===== config.mk =====
export PLATFORM = sky130hd
export DESIGN_NAME = vc_plane_controller_flat
export DESIGN_NICKNAME = d
export VERILOG_FILES = /design/src/rtl/vc_plane_controller_if.sv /design/src/rtl/vc_plane_controller.sv /design/src/flat_wrapper.sv
export SDC_FILE = /design/constraint.sdc
export NUM_CORES = 1
export LEC_CHECK = 0
export CAP_MARGIN = 10
export CELL_PAD_IN_SITES_DETAIL_PLACEMENT = 2
export CELL_PAD_IN_SITES_GLOBAL_PLACEMENT = 2
export CORE_AREA = 8 8 45 47
export DETAILED_ROUTE_END_ITERATION = 12
export DIE_AREA = 0 0 53 55
export PLACE_DENSITY_LB_ADDON = 0.15
export SLEW_MARGIN = 20
export SYNTH_ARGS = -nofsm -noshare
export SYNTH_HDL_FRONTEND = slang
export SYNTH_SLANG_ARGS = --single-unit

===== constraint.sdc =====
create_clock -name clk -period 1.2 [get_ports clk]
set_clock_uncertainty 0.1 [all_clocks]
set_input_delay 0.3 -clock clk [delete_from_list [all_inputs] [get_ports clk]]
set_output_delay 0.3 -clock clk [all_outputs]
set_load 0.05 [all_outputs]

===== src/rtl/vc_plane_controller_if.sv =====
// Output bundle of the VC plane selector: active index, one-hot view and rotation wrap pulse.
interface vc_plane_controller_if #(
    parameter int unsigned VC = 4
);
    localparam int unsigned SEL_W = $clog2(VC);

    logic [SEL_W-1:0] VCPlaneSelectorCFSM;
    logic [VC-1:0]    VCPlaneOneHot;
    logic             planeWrap;

    modport master (output VCPlaneSelectorCFSM, output VCPlaneOneHot, output planeWrap);
    modport slave  (input  VCPlaneSelectorCFSM, input  VCPlaneOneHot, input  planeWrap);
endinterface


===== src/rtl/vc_plane_controller.sv =====
// Free-running time-division selector: dwells CYCLES_PER_PLANE cycles on each VC plane,
// rotating 0..VC-1, with a one-hot decode and a one-cycle pulse on each return to plane 0.
module vc_plane_controller #(
    parameter int unsigned VC               = 4,
    parameter int unsigned CYCLES_PER_PLANE = 1
) (
    input  logic                  clk,
    input  logic                  rst,
    vc_plane_controller_if.master vc_if
);
    localparam int unsigned SEL_W    = $clog2(VC);
    localparam int unsigned DWELL_RAW = $clog2(CYCLES_PER_PLANE + 1);
    localparam int unsigned DWELL_W  = (DWELL_RAW < 1) ? 1 : DWELL_RAW;

    localparam logic [SEL_W-1:0]   LAST_SEL   = SEL_W'(VC - 1);
    localparam logic [DWELL_W-1:0] DWELL_LAST = DWELL_W'(CYCLES_PER_PLANE - 1);

    if (VC < 2 || VC > 256) begin : g_bad_vc
        $error("vc_plane_controller: VC must be in 2..256");
    end
    if (CYCLES_PER_PLANE < 1 || CYCLES_PER_PLANE > 65535) begin : g_bad_cpp
        $error("vc_plane_controller: CYCLES_PER_PLANE must be in 1..65535");
    end

    logic [SEL_W-1:0]   r_sel;
    logic [DWELL_W-1:0] r_dwell;
    logic               r_wrap;

    logic [SEL_W-1:0]   w_sel_nxt;
    logic [DWELL_W-1:0] w_dwell_nxt;
    logic               w_wrap_nxt;
    logic [VC-1:0]      w_onehot;

    // State register with synchronous active-low reset.
    always_ff @(posedge clk) begin
        if (!rst) begin
            r_sel   <= '0;
            r_dwell <= '0;
            r_wrap  <= 1'b0;
        end else begin
            r_sel   <= w_sel_nxt;
            r_dwell <= w_dwell_nxt;
            r_wrap  <= w_wrap_nxt;
        end
    end

    // Next state: count dwell, then advance the plane; explicit wrap at VC-1.
    always_comb begin
        w_sel_nxt   = r_sel;
        w_dwell_nxt = r_dwell + DWELL_W'(1);
        w_wrap_nxt  = 1'b0;
        if (r_dwell == DWELL_LAST) begin
            w_dwell_nxt = '0;
            if (r_sel == LAST_SEL) begin
                w_sel_nxt  = '0;
                w_wrap_nxt = 1'b1;
            end else begin
                w_sel_nxt = r_sel + SEL_W'(1);
            end
        end
    end

    always_comb begin
        w_onehot = '0;
        for (int unsigned i = 0; i < VC; i++) begin
            w_onehot[i] = (r_sel == SEL_W'(i));
        end
    end

    assign vc_if.VCPlaneSelectorCFSM = r_sel;
    assign vc_if.VCPlaneOneHot       = w_onehot;
    assign vc_if.planeWrap           = r_wrap;

endmodule


===== src/flat_wrapper.sv =====
// flat-port wrapper written by rule: the top's interface ports become plain ports
module vc_plane_controller_flat 
#(
    parameter int unsigned VC               = 4,
    parameter int unsigned CYCLES_PER_PLANE = 1
)
  (clk, rst, vc_if_VCPlaneSelectorCFSM, vc_if_VCPlaneOneHot, vc_if_planeWrap);
  vc_plane_controller_if #(.VC(VC)) vc_if_i ();
  input  logic clk;
  input  logic rst;
  output wire logic [$bits(vc_if_i.VCPlaneSelectorCFSM)-1:0] vc_if_VCPlaneSelectorCFSM;
  output wire logic [$bits(vc_if_i.VCPlaneOneHot)-1:0] vc_if_VCPlaneOneHot;
  output wire logic [$bits(vc_if_i.planeWrap)-1:0] vc_if_planeWrap;
  assign vc_if_VCPlaneSelectorCFSM = vc_if_i.VCPlaneSelectorCFSM;
  assign vc_if_VCPlaneOneHot = vc_if_i.VCPlaneOneHot;
  assign vc_if_planeWrap = vc_if_i.planeWrap;
  vc_plane_controller #(.VC(VC), .CYCLES_PER_PLANE(CYCLES_PER_PLANE)) u_core (.clk(clk), .rst(rst), .vc_if(vc_if_i));
endmodule

==> impl_metrics.py, run 1 <==
metrics = {
    "synth": {
        "yosys.area.top_type_share_pct": 43.8,
        "synth_cell_type_count": 10,
        "synth_warnings": 0,
        "synthesis.nets": 24,
        "synth.avg_cell_area_um2": 10.1,
        "synth_area_um2": 183,
        "synth_seq_area_share_pct": 43.8,
        "synth_area_leader_cell": "dfxtp_1",
        "synth.area.top_cells": "dfxtp_1, ha_1, mux2i_1",
        "syn_inst": 18,
        "synth-seq-cells": 4,
    },
    "grt": {
        "grt_max_degree": 6,
        "antenna_found_initial": 0,
        "grt-ovfl-total": 0,
        "grt.total_usage_pct": 4.21,
        "grt_pass1_wl_um": 800,
        "grt_pass1_vias": 171,
    },
    "sta": {
        "rsz0062_at_grt": "true",
        "setup_viol": 6,
        "finalCritPeriodShare_pct": 115,
        "holdWs_ns": 0.386,
        "fmax_ghz": 0.727,
        "tns_ns": -0.833,
        "finalHoldViolations": 0,
        "period_needed_ns": 1.38,
        "slew_violations": 0,
        "setup_slack_ns": -0.176,
    },
    "routing": {
        "first_pass_iters": 2,
        "vias": 163,
        "drt_drc_violations_left": 0,
        "drtAntennaViolNets": 0,
        "via_per_inst": 3.47,
        "drtIter0Drc": 1,
        "totalWireLength_um": 480,
        "wire_per_inst_um": 10.2,
    },
    "cts": {
        "cts_max_level": 1,
        "cts_tree": "done",
        "clkTransAtPathRegs_ns": 0.04,
        "clockRootBuffer": "clkbuf_4",
        "clockBufferDepth": 2,
        "cts_buffers": 3,
        "clk_latency_ns": 0.23,
        "cts_sinks": 4,
        "cts_hold_buf": 0,
    },
    "hold_path": {
        "hold_class": "reg -> reg",
        "holdCritStartpoint": "u_core.r_dwell$_SDFF_PN0_",
        "worstHoldEndpoint": "u_core.vc_if.planeWrap$_SDFF_PP0_",
        "min_path_cells": 1,
    },
    "critical_path": {
        "cp.arrival_ns": 0.98,
        "worst-r2r-setup-slack_ns": 0.03,
        "reg2reg_from": "u_core.vc_if.VCPlaneSelectorCFSM[0]$_SDFFE_PN0N_",
        "r2r-end": "u_core.vc_if.VCPlaneSelectorCFSM[0]$_SDFFE_PN0N_",
        "startpoint_type": "flop",
        "required_ns": 0.80,
        "reg2reg_depth": 3,
        "endpoint_kind": "output pin",
        "crit_type": "reg -> out",
        "crit_fanout": 4,
    },
    "placed_design": {
        "hpwlAfterDp_um": 389,
        "place_worst_setup_slack_ns": 0.0148,
        "place_congestion": 0.566,
        "placed_cell_area_um2": 410,
        "io_buffers": 8,
    },
    "pwr": {
        "pwr-share-seq_pct": 31.0,
        "total_power_w": 0.000505,
        "vdd_ir_drop_max_mv": 0.396,
        "swShare_pct": 31.8,
        "p_comb_share_pct": 36.0,
        "p_clk_share_pct": 33.0,
        "leakagePower_nw": 0.179,
        "p_sw_w": 0.000161,
        "internal-power_w": 0.000344,
        "powerDensity_nw_per_um2": 1120,
    },
    "floorplan": {
        "fp.dieW_um": 53,
        "initial_core_util_pct": 13.2,
        "die_h_um": 55,
        "core_area_um2": 1380,
        "dieArea_um2": 2920,
        "num_io_pins": 9,
        "rows": 14,
    },
    "cells_and_area": {
        "syn2layout_area_growth_pct": 148,
        "fin_nets": 39,
        "finalInstanceArea_um2": 453,
        "diodes": 0,
        "drive_gt1_share_pct": 64.5,
    },
    "flow_run": {
        "maxCapViolations": 0,
    },
    "outcome": {
        "violations": "setup timing",
        "status": "finished, violations left",
    },
}
==> sequential cells by signal, summed over array words and instances, names as in the netlist <==
| register | flops |
|---|---|
| u_core.vc_if.planeWrap | 1 |
| u_core.r_dwell | 1 |
| u_core.vc_if.VCPlaneSelectorCFSM | 2 |
==> layout by cell type, fill, tap and decap left out <==
| cell type | Yosys | final |
|---|---|---|
| buf_12 | 0 | 7 |
| ha_4 | 0 | 4 |
| clkbuf_4 | 0 | 3 |
| inv_4 | 0 | 2 |
| nand2_1 | 2 | 2 |
| buf_4 | 0 | 2 |
| dfxtp_1 | 4 | 2 |
| dfxtp_4 | 0 | 2 |
| mux2i_1 | 1 | 1 |
| nor2b_1 | 1 | 1 |
| nor2_1 | 1 | 1 |
| or3_1 | 1 | 1 |
| a21boi_1 | 1 | 1 |
| clkdlybuf4s50_1 | 0 | 1 |
| conb_1 | 1 | 1 |
==> repair_timing <==
action,in CTS,in global routing
buffers inserted,2,0
setup endpoints to repair,4,7
gates cloned,0,0
gates resized for setup,2,0
hold endpoints to repair,0,0
==> cells by family after synthesis <==
group                    after synthesis  share of synthesized area (%)
AO/OA/AOI/OAI                          1                           4.11
adder cells (fa/ha/maj)                4                           27.4
buffers and inverters                  2                           4.11
flip-flops                             4                           43.8
multiplexers                           1                           5.48
other                                  1                           2.05
AND/OR/NAND/NOR                        5                           13.0
==> through the flow <==
stage / std cells / utilization (%)
2_1_floorplan: 18 / -
6_report: 47 / 32.7
3_5_place_dp: 42 / 29.7
4_1_cts: 47 / 32.7
5_1_grt: 47 / 32.7
3_3_place_gp: 42 / 29.7
==> worst max-delay path by stage <==
stage / startpoint / endpoint
final: u_core.vc_if.VCPlaneSelectorCFSM[0]$_SDFFE_PN0N_ / vc_if_VCPlaneOneHot[2]
after global placement: u_core.vc_if.VCPlaneSelectorCFSM[0]$_SDFFE_PN0N_ / vc_if_VCPlaneOneHot[0]
after global routing: u_core.vc_if.VCPlaneSelectorCFSM[1]$_SDFFE_PN0N_ / vc_if_VCPlaneOneHot[0]
after detailed placement: u_core.vc_if.VCPlaneSelectorCFSM[0]$_SDFFE_PN0N_ / vc_if_VCPlaneOneHot[2]
after CTS: u_core.vc_if.VCPlaneSelectorCFSM[1]$_SDFFE_PN0N_ / vc_if_VCPlaneOneHot[1]
after floorplan: u_core.vc_if.VCPlaneSelectorCFSM[0]$_SDFFE_PN0N_ / u_core.vc_if.VCPlaneSelectorCFSM[0]$_SDFFE_PN0N_
==> Yosys cell counts, drive strengths merged <==
cell type	number
inv	2
a21boi	1
mux2i	1
conb	1
nor2b	1
dfxtp	4
nor2	1
or3	1
nand2	2
ha	4
==> final cells by class <==
class	count	area, um2
clock buffers	3	22.5
well taps	16	20.0
flip-flops and latches	4	87.6
multi-input cells	12	145
fillers	148	931
repair buffers	10	165
inverters	2	12.5
==> worst max-delay path, stage by stage, from the launching register on <==
cell and delay (ns):
dfxtp_4 0.39, inv_4 0.06, ha_4 0.16, buf_12 0.14
==> layer usage <==
| layer | routed length (um) | global-route usage (%) | vias to the layer above |
|---|---|---|---|
| met5 | 0 | 0 | - |
| met1 | 162 | 3.64 | 73 |
| met3 | 75 | 2.67 | 0 |
| met2 | 242 | 5.47 | 8 |
| li1 | - | - | 82 |
| met4 | 0 | 6.47 | 0 |
==> power groups by stage <==
stage	Combinational [W]	Sequential (W)	Clock, W
final	0.000182	0.000157	0.000167
after detailed placement	0.000171	0.000162	0
after CTS	0.000185	0.000157	0.000180
after floorplan	0.0000855	0.000176	0
after global placement	0.000170	0.000161	0
after global routing	0.000191	0.000158	0.000188
Power figures use the tool's default switching activity.
==> run 2, diff against run 1 <==
Settings changed: ABC_AREA set to 1.
==> run 2 against run 1 <==
Compared with the run above:
- clock power hardly changed
- wire length is 7.9% higher
- critical endpoint is now vc_if_VCPlaneOneHot[1]
- die area stayed put
- non-clock buffer count is 3 higher
- the flow still finishes with violations (setup timing)
- cell area is 5.0% higher
- sequential share of layout area is 0.92 points lower
- critical path depth stayed put
- global-route usage hardly changed
- core utilization is 1.6 points higher
- count of clock-buffer cells in the layout stayed put
- largest cell class unchanged
- first-iteration DRC count is 100% lower
- register-to-register slack better by 0.12 ns
- highest routed layer unchanged
==> impl_metrics.py, run 2 <==
metrics = {
    "outcome": {
        "status": "finished, violations left",
        "violations": "setup timing",
    },
    "critical_path": {
        "r2r-end": "u_core.vc_if.VCPlaneSelectorCFSM[0]$_SDFFE_PN0N_",
        "required_ns": 0.80,
        "cp.depth": 3,
        "worst_path_largest_cell_delay_ns": 0.39,
        "crit_fanout": 4,
        "startpoint_type": "flop",
        "worst-r2r-setup-slack_ns": 0.15,
        "path_delay_family": "flip-flops",
        "endpoint_kind": "output pin",
        "cp_num_buf_inv": 2,
        "reg2reg_from": "u_core.vc_if.VCPlaneSelectorCFSM[0]$_SDFFE_PN0N_",
        "cp.arrival_ns": 0.98,
        "cp_cell_sequence": "inv_4 > ha_4 > buf_12",
        "reg2reg_depth": 5,
        "cpMaxStageDelayCell": "dfxtp_4",
        "crit_type": "reg -> out",
    },
    "hold_path": {
        "min_path_cells": 1,
        "holdCritStartpoint": "u_core.r_dwell$_SDFF_PN0_",
        "hold_class": "reg -> reg",
        "worstHoldEndpoint": "u_core.vc_if.planeWrap$_SDFF_PP0_",
    },
    "cells_and_area": {
        "drive_gt1_share_pct": 60.5,
        "diodes": 0,
        "mostFrequentLayoutCells": "buf_12, nor2_1, nand2_1, buf_4, ha_4",
        "layoutNonFillerInstCount": 54,
        "final_core_util_pct": 34.4,
        "multiInputGateArea_um2": 145,
        "largest_reg_flops": 2,
        "final-seq-area_um2": 87.6,
        "syn2layout_area_growth_pct": 160,
        "fin_nets": 46,
        "fill_cells": 162,
        "mostFrequentLayoutCell": "buf_12",
    },
    "floorplan": {
        "fp.dieW_um": 53,
        "core_area_um2": 1380,
        "num_io_pins": 9,
        "die_h_um": 55,
        "rows": 14,
        "initial_core_util_pct": 13.2,
        "dieArea_um2": 2920,
    },
    "routing": {
        "vias": 186,
        "drtIter0Drc": 0,
        "wire_per_inst_um": 9.59,
        "first_pass_iters": 1,
        "totalWireLength_um": 518,
        "drt_drc_violations_left": 0,
        "drtAntennaViolNets": 0,
        "via_per_inst": 3.44,
    },
    "synth": {
        "synth_top_family_by_area": "adder cells",
        "synth_edf_count": 0,
        "synth-main-ff-cell": "dfxtp_1",
        "yosys.area.top_type_share_pct": 43.8,
        "async_flop_share_pct": 0,
        "yosysMostFrequentCell": "nor2_1",
        "synth_compound_area_share_pct": 0,
        "synth_area_um2": 183,
        "synth_seq_area_share_pct": 43.8,
        "synth-seq-cells": 4,
        "synth_cell_type_count": 7,
        "synthesis.nets": 28,
        "synth.area.top_cells": "dfxtp_1, ha_1, nor2_1",
        "syn_inst": 22,
        "synthAdderAreaFrac_pct": 27.4,
        "synth.avg_cell_area_um2": 8.30,
        "synth_area_leader_cell": "dfxtp_1",
        "synth-simple-area-share_pct": 22.6,
        "synth_commonest_cells": "nor2_1, nand2_1, dfxtp_1, ha_1",
        "synthMuxAreaShare_pct": 0,
        "synth-xor-area-share_pct": 0,
        "synth_warnings": 0,
    },
    "cts": {
        "clockRootBuffer": "clkbuf_4",
        "cts_max_level": 1,
        "cts_sinks": 4,
        "clockBufferDepth": 2,
        "clkTransAtPathRegs_ns": 0.04,
        "cts_tree": "done",
        "clk_latency_ns": 0.23,
        "cts_buffers": 3,
    },
    "sta": {
        "fmax_ghz": 0.722,
        "setup_slack_ns": -0.185,
        "rsz0062_at_grt": "true",
        "finalCritPeriodShare_pct": 115,
        "holdWs_ns": 0.407,
        "finalHoldViolations": 0,
        "period_needed_ns": 1.38,
        "slew_violations": 0,
        "setup_viol": 6,
    },
    "grt": {
        "grt_max_degree": 6,
        "grt.total_usage_pct": 4.20,
        "grt-ovfl-total": 0,
        "grt_pass1_wl_um": 828,
        "grt_pass1_vias": 200,
        "antenna_found_initial": 0,
    },
    "flow_run": {
        "maxCapViolations": 0,
    },
    "pwr": {
        "powerDensity_nw_per_um2": 1130,
        "vdd_ir_drop_max_mv": 0.445,
        "leakagePower_nw": 0.201,
    },
    "placed_design": {
        "place_inst": 47,
        "place_congestion": 0.672,
        "io_buffers": 8,
    },
}
run 2: kinds of logic after synthesis:
| group | Yosys count |
|---|---|
| other | 1 |
| DFF | 4 |
| adders and majority gates | 4 |
| buffers and inverters | 2 |
| and+or+nand+nor | 11 |
run 2: what timing repair did:
item,4_1_cts,5_1_grt
gates resized for setup,2,0
endpoints found under the setup margin,5,6
buffers inserted,2,2
hold buffers,0,0
pin swaps,4,0
run 2: cell type report:
cell class / count / area share [%]
Inverter: 2 / 2.63
Tap cell: 16 / 4.21
Multi-Input combinational cell: 16 / 30.5
Clock buffer: 3 / 4.74
Sequential cell: 4 / 18.4
Timing Repair Buffer: 13 / 39.5
run 2: how the worst max path moves through the flow:
stage | startpoint | endpoint | slack, ns
after floorplan | u_core.vc_if.VCPlaneSelectorCFSM[0]$_SDFFE_PN0N_ | vc_if_VCPlaneOneHot[0] | 0.008
after global placement | u_core.vc_if.VCPlaneSelectorCFSM[0]$_SDFFE_PN0N_ | vc_if_VCPlaneOneHot[2] | 0.03
after detailed placement | u_core.vc_if.VCPlaneSelectorCFSM[0]$_SDFFE_PN0N_ | vc_if_VCPlaneOneHot[2] | 0.02
after CTS | u_core.vc_if.VCPlaneSelectorCFSM[0]$_SDFFE_PN0N_ | vc_if_VCPlaneOneHot[2] | -0.20
after global routing | u_core.vc_if.VCPlaneSelectorCFSM[1]$_SDFFE_PN0N_ | vc_if_VCPlaneOneHot[1] | -0.22
final | u_core.vc_if.VCPlaneSelectorCFSM[1]$_SDFFE_PN0N_ | vc_if_VCPlaneOneHot[1] | -0.18
run 2: per-layer routing:
layer / GRT usage (%) / up-vias / wire length, um
met5: 0 / - / 0
met4: 3.88 / 0 / 0
met3: 3.21 / 0 / 62
met2: 6.84 / 5 / 293
met1: 3.18 / 85 / 162
li1: - / 96 / -
run 2: power breakdown:
group	total (W)	internal [W]	switching, W
logic	0.000211	0.000107	0.000104
clock network	0.000165	0.000112	0.0000536
registers	0.000160	0.000142	0.0000176
run 2: metrics by stage:
step,power (W),instance area (um2),worst slack [ns],setup TNS [ns]
3_5_place_dp,0.000361,418,0.0236,0
4_1_cts,0.000546,460,-0.201,-0.931
5_1_grt,0.000573,475,-0.218,-1.03
6_report,0.000536,475,-0.185,-0.825
3_3_place_gp,0.000359,418,0.0276,0
2_1_floorplan,0.000275,240,0.00837,0
==> run 3, diff against run 2 <==
Settings changed: ABC_AREA 1 to not set, RECOVER_POWER set to 50.
Clock period 1.2 ns to 1.39 ns, I/O delays scaled along.
==> run 3 against run 2 <==
Compared with the run above:
- the run still ends with setup timing left
- cell count fell by 13%
- first-iteration DRC count did not move
- die area did not move
- worst setup slack improved by 0.15 ns
- cell area fell by 4.7%
- combinational power fell by 25%
- count of clock-buffer cells in the layout did not move
- non-clock buffer count fell by 3
- wire length fell by 0.19%
- highest routed layer is now met4
==> impl_metrics.py, run 3 (same netlist as run 1, synthesis figures left out) <==
metrics = {
    "floorplan": {
        "die_h_um": 55,
        "fp.dieW_um": 53,
        "initial_core_util_pct": 13.2,
        "num_io_pins": 9,
        "dieArea_um2": 2920,
        "core_area_um2": 1380,
        "rows": 14,
    },
    "cells_and_area": {
        "fill_cells": 149,
        "syn2layout_area_growth_pct": 148,
        "largest_reg_flops": 2,
        "diodes": 0,
        "fin_nets": 39,
        "drive_gt1_share_pct": 64.5,
        "mostFrequentLayoutCells": "buf_12, ha_4, clkbuf_4",
        "mostFrequentLayoutCell": "buf_12",
        "finalInstanceArea_um2": 453,
    },
    "outcome": {
        "status": "finished, violations left",
        "violations": "setup timing",
    },
    "cts": {
        "clockBufferDepth": 2,
        "cts_tree": "done",
        "cts_buffers": 3,
        "cts_hold_buf": 0,
        "clockRootBuffer": "clkbuf_4",
        "cts_max_level": 1,
        "clkTransAtPathRegs_ns": 0.04,
        "cts_sinks": 4,
        "clk_latency_ns": 0.23,
    },
    "critical_path": {
        "worst-r2r-setup-slack_ns": 0.20,
        "cp.arrival_ns": 0.97,
        "endpoint_kind": "output pin",
        "crit_type": "reg -> out",
        "crit_fanout": 4,
        "r2r-end": "u_core.vc_if.VCPlaneSelectorCFSM[0]$_SDFFE_PN0N_",
        "reg2reg_from": "u_core.vc_if.VCPlaneSelectorCFSM[0]$_SDFFE_PN0N_",
        "startpoint_type": "flop",
        "reg2reg_depth": 3,
        "required_ns": 0.94,
    },
    "flow_run": {
        "maxCapViolations": 0,
    },
    "placed_design": {
        "place_worst_setup_slack_ns": 0.123,
        "io_buffers": 8,
        "place_congestion": 0.615,
        "placed_cell_area_um2": 365,
        "hpwlAfterDp_um": 404,
    },
    "sta": {
        "setup_viol": 3,
        "slew_violations": 0,
        "rsz0062_at_grt": "true",
        "finalCritPeriodShare_pct": 102,
        "fmax_ghz": 0.704,
        "period_needed_ns": 1.42,
        "finalHoldViolations": 0,
        "setup_slack_ns": -0.0310,
    },
    "grt": {
        "grt_pass1_vias": 185,
        "grt.total_usage_pct": 4.70,
        "antenna_found_initial": 0,
        "grt_max_degree": 5,
        "grt-ovfl-total": 0,
        "grt_pass1_wl_um": 897,
    },
    "routing": {
        "drtIter0Drc": 0,
        "via_per_inst": 3.57,
        "first_pass_iters": 1,
        "totalWireLength_um": 517,
        "wire_per_inst_um": 11.0,
        "drt_drc_violations_left": 0,
        "drtAntennaViolNets": 0,
        "vias": 168,
    },
    "pwr": {
        "vdd_ir_drop_max_mv": 0.461,
        "powerDensity_nw_per_um2": 958,
        "leakagePower_nw": 0.179,
    },
    "hold_path": {
        "hold_class": "reg -> reg",
        "holdCritStartpoint": "u_core.r_dwell$_SDFF_PN0_",
        "min_path_cells": 1,
        "worstHoldEndpoint": "u_core.vc_if.planeWrap$_SDFF_PP0_",
    },
}
-- run 3: cell type report --
cell class | count | area (um2) | share of cell area (%)
Timing Repair Buffer | 10 | 165 | 36.5
Multi-Input combinational cell | 12 | 145 | 32.0
Sequential cell | 4 | 87.6 | 19.3
Clock buffer | 3 | 22.5 | 4.97
Tap cell | 16 | 20.0 | 4.42
Inverter | 2 | 12.5 | 2.76
-- run 3: per-stage QoR --
stage / hold WS, ns / cells / util (%) / total power, W / setup TNS, ns
after CTS: 0.386 / 47 / 29.5 / 0.000430 / -0.106
after global placement: 0.370 / 42 / 26.4 / 0.000273 / 0
after detailed placement: 0.372 / 42 / 26.4 / 0.000275 / 0
after global routing: 0.416 / 47 / 32.7 / 0.000470 / -0.222
after floorplan: 0.334 / 18 / - / 0.000206 / 0
final: 0.380 / 47 / 32.7 / 0.000434 / -0.0860
-- run 3: worst max-delay path by stage --
stage | startpoint | end | slack (ns)
after floorplan | u_core.vc_if.VCPlaneSelectorCFSM[1]$_SDFFE_PN0N_ | vc_if_VCPlaneOneHot[3] | 0.02
after global placement | u_core.vc_if.VCPlaneSelectorCFSM[0]$_SDFFE_PN0N_ | vc_if_VCPlaneOneHot[0] | 0.14
after detailed placement | u_core.vc_if.VCPlaneSelectorCFSM[0]$_SDFFE_PN0N_ | vc_if_VCPlaneOneHot[0] | 0.12
after CTS | u_core.vc_if.VCPlaneSelectorCFSM[1]$_SDFFE_PN0N_ | vc_if_VCPlaneOneHot[0] | -0.03
after global routing | u_core.vc_if.VCPlaneSelectorCFSM[1]$_SDFFE_PN0N_ | vc_if_VCPlaneOneHot[0] | -0.07
final | u_core.vc_if.VCPlaneSelectorCFSM[0]$_SDFFE_PN0N_ | vc_if_VCPlaneOneHot[2] | -0.03
-- run 3: per-layer routing --
metal  vias to the layer above  wire, um  track usage (%)
met4                         0         5             3.88
li1                         80         -                -
met3                         2        65             4.28
met1                        80       175             3.96
met2                         6       271             6.84
met5                         -         0                0
-- run 3: what timing repair did --
action	CTS	global route
hold endpoints to repair	0	0
setup buffers	2	0
endpoints found under the setup margin	4	4
gates resized for setup	4	6
pin swaps	1	2
-- run 3: report_power, final --
| part | internal [W] | switching [W] |
|---|---|---|
| clock network | 0.0000964 | 0.0000445 |
| logic | 0.0000792 | 0.0000790 |
| registers | 0.000122 | 0.0000133 |
| total | 0.000297 | 0.000137 |
-- run 3: worst max-delay path, stage by stage (launching register included) --
cell and delay, ns:
dfxtp_4 0.39, inv_4 0.06, ha_4 0.16, buf_12 0.14
